$ cat src/rtl/vending_pkg.sv
// vending_pkg: FSM state type, coin values and coin decode helpers
// shared by the vending controller and its change dispenser
package vending_pkg;

   typedef enum logic [1:0] {
      COLLECT = 2'd0,
      VEND    = 2'd1,
      CHANGE  = 2'd2
   } state_t;

   localparam logic [2:0] NICKEL_V  = 3'd1;
   localparam logic [2:0] DIME_V    = 3'd2;
   localparam logic [2:0] QUARTER_V = 3'd5;

   // value of a single coin pulse; zero when none or several are high
   function automatic logic [2:0] coin_value(
      input logic n,
      input logic d,
      input logic q
   );
      logic [2:0] v;
      v = '0;
      case ({n, d, q})
         3'b100:  v = NICKEL_V;
         3'b010:  v = DIME_V;
         3'b001:  v = QUARTER_V;
         default: v = '0;
      endcase
      return v;
   endfunction

   // two or more coin pulses in the same cycle
   function automatic logic coin_multi(
      input logic n,
      input logic d,
      input logic q
   );
      return (n & d) | (n & q) | (d & q);
   endfunction

endpackage

$ cat src/rtl/change_dispenser.sv
// change_dispenser: holds the amount still owed and pays it out
// largest coin first, one coin per step
module change_dispenser #(
   parameter int W = 4
) (
   input  logic         i_clock,
   input  logic         i_reset,
   input  logic         i_load,
   input  logic [W-1:0] i_load_val,
   input  logic         i_step,
   output logic         o_pending,
   output logic         o_done,
   output logic         o_dime_nxt,
   output logic         o_nickel_nxt
);

   logic [W-1:0] r_rem;
   logic [W-1:0] w_rem_nxt;

   // load a new amount, or take one coin off it per step
   always_comb begin
      w_rem_nxt = r_rem;
      if (i_load) begin
         w_rem_nxt = i_load_val;
      end else if (i_step) begin
         if (r_rem >= W'(2)) begin
            w_rem_nxt = r_rem - W'(2);
         end else begin
            w_rem_nxt = '0;
         end
      end
   end

   // remaining-change register
   always_ff @(posedge i_clock) begin
      if (i_reset) begin
         r_rem <= '0;
      end else begin
         r_rem <= w_rem_nxt;
      end
   end

   assign o_pending    = (r_rem != '0);
   assign o_done       = (r_rem <= W'(2));
   assign o_dime_nxt   = (w_rem_nxt >= W'(2));
   assign o_nickel_nxt = (w_rem_nxt == W'(1));

endmodule

$ cat src/rtl/vending_machine_param.sv
// vending_machine_param: coin-credit bottle vender with serial change,
// cancel/refund and stock tracking; Moore FSM with registered outputs
module vending_machine_param
   import vending_pkg::*;
#(
   parameter int  PRICE     = 5,
   parameter int  STOCK_MAX = 15,
   localparam int CREDIT_W  = $clog2(PRICE + 5),
   localparam int STOCK_W   = $clog2(STOCK_MAX + 1)
) (
   input  logic                i_clock,
   input  logic                i_reset,
   input  logic                i_nickel,
   input  logic                i_dime,
   input  logic                i_quarter,
   input  logic                i_cancel,
   input  logic                i_refill,
   output logic                o_deliver,
   output logic                o_give_nickel,
   output logic                o_give_dime,
   output logic                o_coin_reject,
   output logic                o_busy,
   output logic                o_sold_out,
   output logic [CREDIT_W-1:0] o_credit
);

   state_t              r_state;
   state_t              w_state_nxt;
   logic [CREDIT_W-1:0] r_credit;
   logic [CREDIT_W-1:0] w_credit_nxt;
   logic [STOCK_W-1:0]  r_stock;
   logic [STOCK_W-1:0]  w_stock_nxt;

   logic [2:0]          w_val;
   logic                w_coin;
   logic                w_multi;
   logic [CREDIT_W-1:0] w_sum;
   logic                w_reject;

   logic                w_load;
   logic [CREDIT_W-1:0] w_load_val;
   logic                w_step;
   logic                w_pending;
   logic                w_done;
   logic                w_dime_nxt;
   logic                w_nickel_nxt;

   assign w_val   = coin_value(i_nickel, i_dime, i_quarter);
   assign w_coin  = (w_val != 3'd0);
   assign w_multi = coin_multi(i_nickel, i_dime, i_quarter);
   assign w_sum   = r_credit + CREDIT_W'(w_val);

   change_dispenser #(
      .W (CREDIT_W)
   ) u_change (
      .i_clock      (i_clock),
      .i_reset      (i_reset),
      .i_load       (w_load),
      .i_load_val   (w_load_val),
      .i_step       (w_step),
      .o_pending    (w_pending),
      .o_done       (w_done),
      .o_dime_nxt   (w_dime_nxt),
      .o_nickel_nxt (w_nickel_nxt)
   );

   // next state, credit, stock and coin acceptance
   always_comb begin
      w_state_nxt  = r_state;
      w_credit_nxt = r_credit;
      w_stock_nxt  = r_stock;
      w_load       = 1'b0;
      w_load_val   = '0;
      w_step       = 1'b0;
      w_reject     = w_multi;
      case (r_state)
         COLLECT: begin
            if (i_cancel) begin
               w_reject = w_multi | w_coin;
               if (r_credit != '0) begin
                  w_load       = 1'b1;
                  w_load_val   = r_credit;
                  w_credit_nxt = '0;
                  w_state_nxt  = CHANGE;
               end
            end else if (w_coin) begin
               if (r_stock == '0) begin
                  w_reject = 1'b1;
               end else if (w_sum >= CREDIT_W'(PRICE)) begin
                  w_load       = 1'b1;
                  w_load_val   = w_sum - CREDIT_W'(PRICE);
                  w_credit_nxt = '0;
                  w_state_nxt  = VEND;
               end else begin
                  w_credit_nxt = w_sum;
               end
            end
         end
         VEND: begin
            w_reject    = w_multi | w_coin;
            w_stock_nxt = r_stock - STOCK_W'(1);
            w_state_nxt = w_pending ? CHANGE : COLLECT;
         end
         CHANGE: begin
            w_reject    = w_multi | w_coin;
            w_step      = 1'b1;
            w_state_nxt = w_done ? COLLECT : CHANGE;
         end
         default: begin
            w_state_nxt = COLLECT;
         end
      endcase
      if (i_refill) begin
         w_stock_nxt = STOCK_W'(STOCK_MAX);
      end
   end

   // state, credit and stock registers
   always_ff @(posedge i_clock) begin
      if (i_reset) begin
         r_state  <= COLLECT;
         r_credit <= '0;
         r_stock  <= STOCK_W'(STOCK_MAX);
      end else begin
         r_state  <= w_state_nxt;
         r_credit <= w_credit_nxt;
         r_stock  <= w_stock_nxt;
      end
   end

   // outputs registered from the state being entered
   always_ff @(posedge i_clock) begin
      if (i_reset) begin
         o_deliver     <= 1'b0;
         o_give_dime   <= 1'b0;
         o_give_nickel <= 1'b0;
         o_coin_reject <= 1'b0;
         o_busy        <= 1'b0;
         o_sold_out    <= 1'b0;
      end else begin
         o_deliver     <= (w_state_nxt == VEND);
         o_give_dime   <= (w_state_nxt == CHANGE) && w_dime_nxt;
         o_give_nickel <= (w_state_nxt == CHANGE) && w_nickel_nxt;
         o_coin_reject <= w_reject;
         o_busy        <= (w_state_nxt != COLLECT);
         o_sold_out    <= (w_stock_nxt == '0);
      end
   end

   assign o_credit = r_credit;

endmodule
$ cat config.mk
export PLATFORM = sky130hd
export DESIGN_NAME = vending_machine_param
export DESIGN_NICKNAME = d
export VERILOG_FILES = /design/src/rtl/vending_pkg.sv /design/src/rtl/change_dispenser.sv /design/src/rtl/vending_machine_param.sv
export SDC_FILE = /design/constraint.sdc
export NUM_CORES = 1
export LEC_CHECK = 0
export ABC_AREA = 1
export CORE_ASPECT_RATIO = 2
export CORE_MARGIN = 1
export CORE_UTILIZATION = 40
export CTS_CLUSTER_SIZE = 30
export DETAILED_ROUTE_END_ITERATION = 8
export GPL_ROUTABILITY_DRIVEN = 0
export GPL_TIMING_DRIVEN = 1
export PLACE_DENSITY_LB_ADDON = 0.3
export SLEW_MARGIN = 10
export SYNTH_ARGS = -nofsm -noshare
export SYNTH_HDL_FRONTEND = slang
export SYNTH_SLANG_ARGS = --single-unit
$ cat constraint.sdc
create_clock -name i_clock -period 3 [get_ports i_clock]
set_input_delay 0.6 -clock i_clock [delete_from_list [all_inputs] [get_ports i_clock]]
set_output_delay 0.6 -clock i_clock [all_outputs]
set_load 0.01 [all_outputs]
==> Word level (Yosys, flattened, before mapping) <==
Index checks and enable logic that the tools add are counted.
{ "totals": {"ff_bits": 20, "output_inout_bits": 10} }
{ "classes": {"add_sub_neg": 4, "order_cmp": 4, "n_eq_ne": 10, "muxes": 36, "n_bitwise": 6, "reduce_logical": 12} }
{ "ops": {"columns": ["cell", "n"], "rows": [
  ["$mux 4", 16],
  ["$mux 2", 7],
  ["$mux 1", 10],
  ["$pmux 3 s3", 1],
  ["$ge 4x2->1 const B", 2],
  ["$logic_not 4->1", 2],
  ["$reduce_bool 4->1", 2],
  ["$pmux 2 s3", 1],
  ["$add 4x3->4", 1],
  ["$eq 2x1->1 const B", 2],
  ["$eq 2x2->1 const B", 2],
  ["$eq 4x1->1 const B", 1],
  ["$ge 4x3->1 const B", 1],
  ["$le 4x2->1 const B", 1],
  ["$reduce_and 4->1", 1],
  ["$reduce_bool 2->1", 2],
  ["$sub 4x1->4 const B", 1],
  ["$sub 4x2->4 const B", 1],
  ["$sub 4x3->4 const B", 1],
  ["$and 1x1->1", 3],
  ["$eq 3x1->1 const B", 1],
  ["$eq 3x2->1 const B", 1],
  ["$eq 3x3->1 const B", 1],
  ["$or 1x1->1", 3],
  ["7 further kinds", 8]
]} }

==> Longest topological paths before layout <==
Gate-level depths: netlist of the first run.
{ "depth": {"word_depth": 12, "mapped_depth": 19, "mapped_depth_nobuf": 19} }

==> Cells and area by module <==
A second synthesis of the first run with hierarchy kept.
{ "hier_totals": {"cells_unflattened": 200, "area_unflattened_um2": 1440.1} }
{ "modules_own_cells": {"columns": ["module", "instances", "cells_each", "area_each_um2", "seq_area_each_um2"], "rows": [
  ["vending_machine_param", 1, 154, 1159.9, 320.3],
  ["change_dispenser", 1, 46, 280.3, 80.1]
]} }

==> Least setup slack after synthesis of the first run <==
No wires, ideal clock.
{ "synth_timing": {"path_type": "input port to flip-flop", "start": "in i_dime", "end": "reg o_give_nickel", "setup_ns": 0.112, "arrival_time_ns": 2.749, "path_slack_ns": 0.139, "path_stages": 17, "path_buffers": 0, "path_cell_list": "o21ai_4 -> inv_1 -> a21oi_1 -> ha_1 -> fa_1 -> inv_1 -> ha_1 -> inv_1 -> or2_2 -> nand2_2 -> nand4_2 -> nand2_2 -> nand3_2 -> nand2_4 -> clkinv_1 -> nand2_2 -> nor2_2"} }
{ "synth_via": {"elab_chain_len": 12, "word_cells_on_any_way": 27, "cone_classes": "2 x add/sub; 1 x order compare; 5 x eq/ne; 17 x mux; 2 x reduce/logical"} }
{ "synth_lines": {"columns": ["item", "line_no", "text"], "rows": [
  ["from (decl)", "vending_machine_param.sv:14", "input logic i_dime,"],
  ["$eq 3x1->1, or another cell as far along", "vending_pkg.sv:23", "case ({n, d, q})"],
  ["$pmux 3 s3 *", "vending_pkg.sv:23", null],
  ["$add 4x3->4", "vending_machine_param.sv:51", "assign w_sum = r_credit + CREDIT_W'(w_val);"],
  ["$sub 4x3->4 or $ge 4x3->1 (tied branches)", "vending_machine_param.sv:91, vending_machine_param.sv:89", null],
  ["$mux 4 or $mux 1 (tied branches)", "vending_machine_param.sv:89", "end else if (w_sum >= CREDIT_W'(PRICE)) begin"],
  ["$mux 4 or $mux 1 (tied branches)", "vending_machine_param.sv:87", "if (r_stock == '0) begin"],
  ["$mux 4 or $mux 1 (tied branches)", "vending_machine_param.sv:86", "end else if (w_coin) begin"],
  ["$mux 4 or $mux 1 (tied branches)", "vending_machine_param.sv:78", "if (i_cancel) begin"],
  ["$mux 4 or $mux 1 (tied branches)", "vending_machine_param.sv:76", "case (r_state)"],
  ["$mux 4", "change_dispenser.sv:23", "if (i_load) begin"],
  ["$eq 4x1->1", "change_dispenser.sv:46", "assign o_nickel_nxt = (w_rem_nxt == W'(1));"],
  ["$logic_and 1x1->1 *", "vending_machine_param.sv:143", "o_give_nickel <= (w_state_nxt == CHANGE) && w_nickel_nxt;"],
  ["to (signal assigned)", "vending_machine_param.sv:143", null],
  ["to (decl)", "vending_machine_param.sv:19", "output logic o_give_nickel,"]
]} }
Every way passes the cells marked *; elsewhere a longest branch is shown, timed or not.
A chain may end at the register's enable or synchronous reset.

==> Worst setup path in the final report of the first run <==
{ "layout_timing": {"start": "in i_dime", "end": "reg o_busy"} }
{ "layout_via": {"elab_chain_len": 10, "word_cells_on_any_way": 13, "cone_classes": "1 x add/sub; 1 x order compare; 3 x eq/ne; 6 x mux; 2 x reduce/logical"} }
{ "layout_lines": {"columns": ["item", "line_no", "text"], "rows": [
  ["$eq 3x1->1, or another cell as far along", "vending_pkg.sv:23", null],
  ["$pmux 3 s3 *", "vending_pkg.sv:23", null],
  ["$add 4x3->4", "vending_machine_param.sv:51", null],
  ["$ge 4x3->1", "vending_machine_param.sv:89", null],
  ["$mux 2", "vending_machine_param.sv:89", null],
  ["$mux 2", "vending_machine_param.sv:87", null],
  ["$mux 2 *", "vending_machine_param.sv:86", null],
  ["$mux 2 *", "vending_machine_param.sv:78", null],
  ["$pmux 2 s3 *", "vending_machine_param.sv:76", null],
  ["$reduce_bool 2->1 *", "vending_machine_param.sv:145", "o_busy <= (w_state_nxt != COLLECT);"],
  ["to (signal assigned)", "vending_machine_param.sv:145", null],
  ["to (decl)", "vending_machine_param.sv:22", "output logic o_busy,"]
]} }
Marked as above.

==> results by group, run 1 <==
Status
  • Status: finished clean

Timing
  • Final Hold Fails: 0
  • Final setup violation count: 0
  • Final WS setup: 180 ps
  • Final period utilization: between 90% and 100%
  • Skew final: 0.988 ps
  • Worst-margin pin slew: 477 ps
  • Count of pins over their slew limit: 0
  • Worst hold slack: 499 ps
  • Maximum clock rate: 0.355 GHz
  • Final Critical Period: 2820 ps
  • Setup TNS: 0 ps
  • Max-slew headroom: 68.1%
  • RSZ-0062 raised after global routing: no

Critical path
  • CP delay by family, top: adder cells
  • Reg-to-reg startpoint: o_credit[0]
  • CP max-delay cell: fa_1
  • Crit end category: register
  • CP Data Required Time: approximately 3200 ps
  • CP peak stage delay: 440 ps
  • Cell mode on critical path: inv_1
  • Worst setup SP type: input port
  • WS Path Type: input port to register
  • Critical path arrival: about 3000 ps
  • Crit path from: i_dime
  • Crit path cell chain: clkbuf_2 > o21ai_4 > inv_1 > a21oi_2 > ha_2 > fa_1 > inv_2 > ha_1 > inv_1 > or2_2 > nand2_4 > nand3_4 > nand3_1 > nand2_2 > a21oi_4 > inv_1 > a21oi_1
  • WP buf/inv: 5
  • CP max FO: 4

Synthesis
  • Cell taking the most area after synthesis: dfxtp_1
  • Net Count, Synth: 219
  • Synth async-reset ratio: 0%
  • Post-Syn Area per Cell: 7.04 µm²
  • Register area share after synthesis: 28.4%
  • Main synth FF type: dfxtp_1
  • Cells after Synth: 200
  • EDFF count, synth: 0
  • Post-synthesis cell type count: 30
  • Most frequent cell after synthesis: nand2_1
  • Yosys warning count: 0
  • Synth area leaders: dfxtp_1 (28%), nand2_1 (11%), ha_1 (9.8%)
  • Post-synth top cells: nand2_1 (40), inv_1 (27), nor2_1 (21)
  • Seq cells post-synth: 20
  • Share of the synthesized area in the top cell type: between 20 and 30%
  • Post-Syn Area: between 0.001 and 0.0015 mm²

Final layout
  • Final instance area: 0.00178 mm²
  • Cell Count, Final, Fillers Out: 262
  • P&R area growth vs syn: 26.3%
  • Antenna diode count: 0
  • Layout cells sized above 1: 23.0%
  • Nets: 250
  • Fill cell count: 339
  • Finished Core Util: a little over half

Clock tree
  • CTS tree: done
  • Reg clk slew, reported paths: around 70 ps
  • CTS buffer count: 3
  • CTS H-tree lvls: 1
  • Post-CTS Setup Bufs: 0
  • Clock root buffer: clkbuf_8
  • Clk sinks: 20
  • Clock Path Buffers: 2
  • Clk_lat worst skew: 260 ps

Floorplan
  • Die area: 0.00377 mm²
  • Die Wd: around 44 µm
  • Initial Utilization: a little over two fifths
  • Core ar.: roughly 0.0034 mm²
  • Row count: 30
  • Num ports: 17
  • Die H: between 80 and 90 µm

Placed design
  • DPL Wire Length: roughly 2600 µm
  • Port Buf Inserts: 16
  • DP Area: 0.00169 mm²
  • Cells after DPL: 258
  • Dpl ws: -566 ps

Pwr
  • Max VDD drop: 0.000440 V
  • Tot Pwr: about 1.6 mW
  • Pleak: 0.844 nW
  • PD cells: 896 mW/mm²

Route
  • Initial drt markers: 22
  • Total number of vias: 1349
  • DR vias/cell: 5.15
  • Initial DRT Pass Iterations: 6
  • Routed WL: approximately 3200 µm
  • Post-DR wirelength/cell: 12.1 µm
  • Antenna viol nets, final: 0
  • Drc violations: 0

Hold path
  • Origin of the worst min-delay path: r_stock[1]
  • Hold Crit Class: register to register

Run
  • MaxCap Viol Count: 0

Global routing
  • Initial antenna violation count: 0
  • Vias in the first global route: around 1300
  • Gr ovfl total: 0
  • Wire length of the first global-routing pass: 5060 µm
  • Total GRT Usage: about 18%
  • Largest net degree at the start of global routing: 14
-- sequential cells by signal (all words and copies together), names as in the netlist --
name and count:
o_give_dime 1, o_deliver 1, o_coin_reject 1, o_give_nickel 1
u_change.r_rem 4, o_credit 4, r_stock 4, o_sold_out 1
o_busy 1, r_state 2
-- metal layers --
metal / vias to the layer above / GRT usage (%) / share of wire (%)
li1: 706 / - / -
met1: 608 / 15.0 / 35
met2: 25 / 36.9 / 59
met3: 10 / 1.47 / 1.7
met4: 0 / 9.09 / 3.6
met5: - / 0 / 0
-- power breakdown --
group / switching, mW / internal, mW
clock: 0.0906 / 0.178
sequential: 0.0484 / 0.330
combinational: 0.550 / 0.396
-- layout make-up --
cell class	count	area (µm²)	area share, %
clock buffers	3	41.3	2.32
clock inverters	1	30.0	1.69
inverters	34	128	7.18
multi-input cells	144	903	50.8
flip-flops and latches	20	400	22.5
well taps	32	40.0	2.25
repair buffers	28	235	13.2
-- tightest hold or removal path, delay by kind of cell, from the launching register on --
kind / cells / cell delay [ps]
DFF: 1 / 340
AOI/OAI and AO/OA: 1 / 90
and+or+nand+nor: 1 / 50
-- layout by cell type (no fill, tap or decap), drive strengths merged --
cell           netlist  routed
ha                  11      11
dfxtp               20      20
clkbuf               1       6
inv                 32      32
buf                  1      12
a221oi               1       1
fa                   1       1
a211oi               3       3
nor2                25      25
o22ai                1       1
a21oi               15      15
nand2               49      49
o211ai               1       1
clkdlybuf4s50        0      13
or2                  1       1
nand4                3       3
xnor2                1       1
nor3                 8       8
o21ai                7       7
clkinv               2       2
bufinv               0       1
nand3               17      17
-- cell families (layout without fill, tap and decap cells) --
family | count (synthesis) | count (layout) | share of synthesized area [%]
xor gates and xnor gates | 1 | 1 | 0.622
and+or+nand+nor | 103 | 103 | 36.2
AOI/OAI and AO/OA | 28 | 28 | 13.7
buffers and inverters | 36 | 66 | 9.87
adders and majority gates | 12 | 12 | 11.2
DFF | 20 | 20 | 28.4
-- what timing repair did --
item | 4_1_cts | 5_1_grt
pin swaps | 3 | 3
endpoints found under the setup margin | 13 | 11
hold buffers | 0 | 0
gates resized for setup | 12 | 5
-- final timing paths --
kind / endpoint / slack, ps / cells past startpoint
min: r_stock[1] / 500 / 2
min reg2reg: r_stock[1] / 500 / 2
max: o_busy / 180 / 17
max reg2reg: o_busy / 610 / 12
Power figures use the tool's default switching activity.
==> run 2: changes to the inputs <==
Settings changed: CAP_MARGIN set to 30.
==> results of run 2 <==
Same layout as run 1: the final DEF is identical, and so are final timing and power.
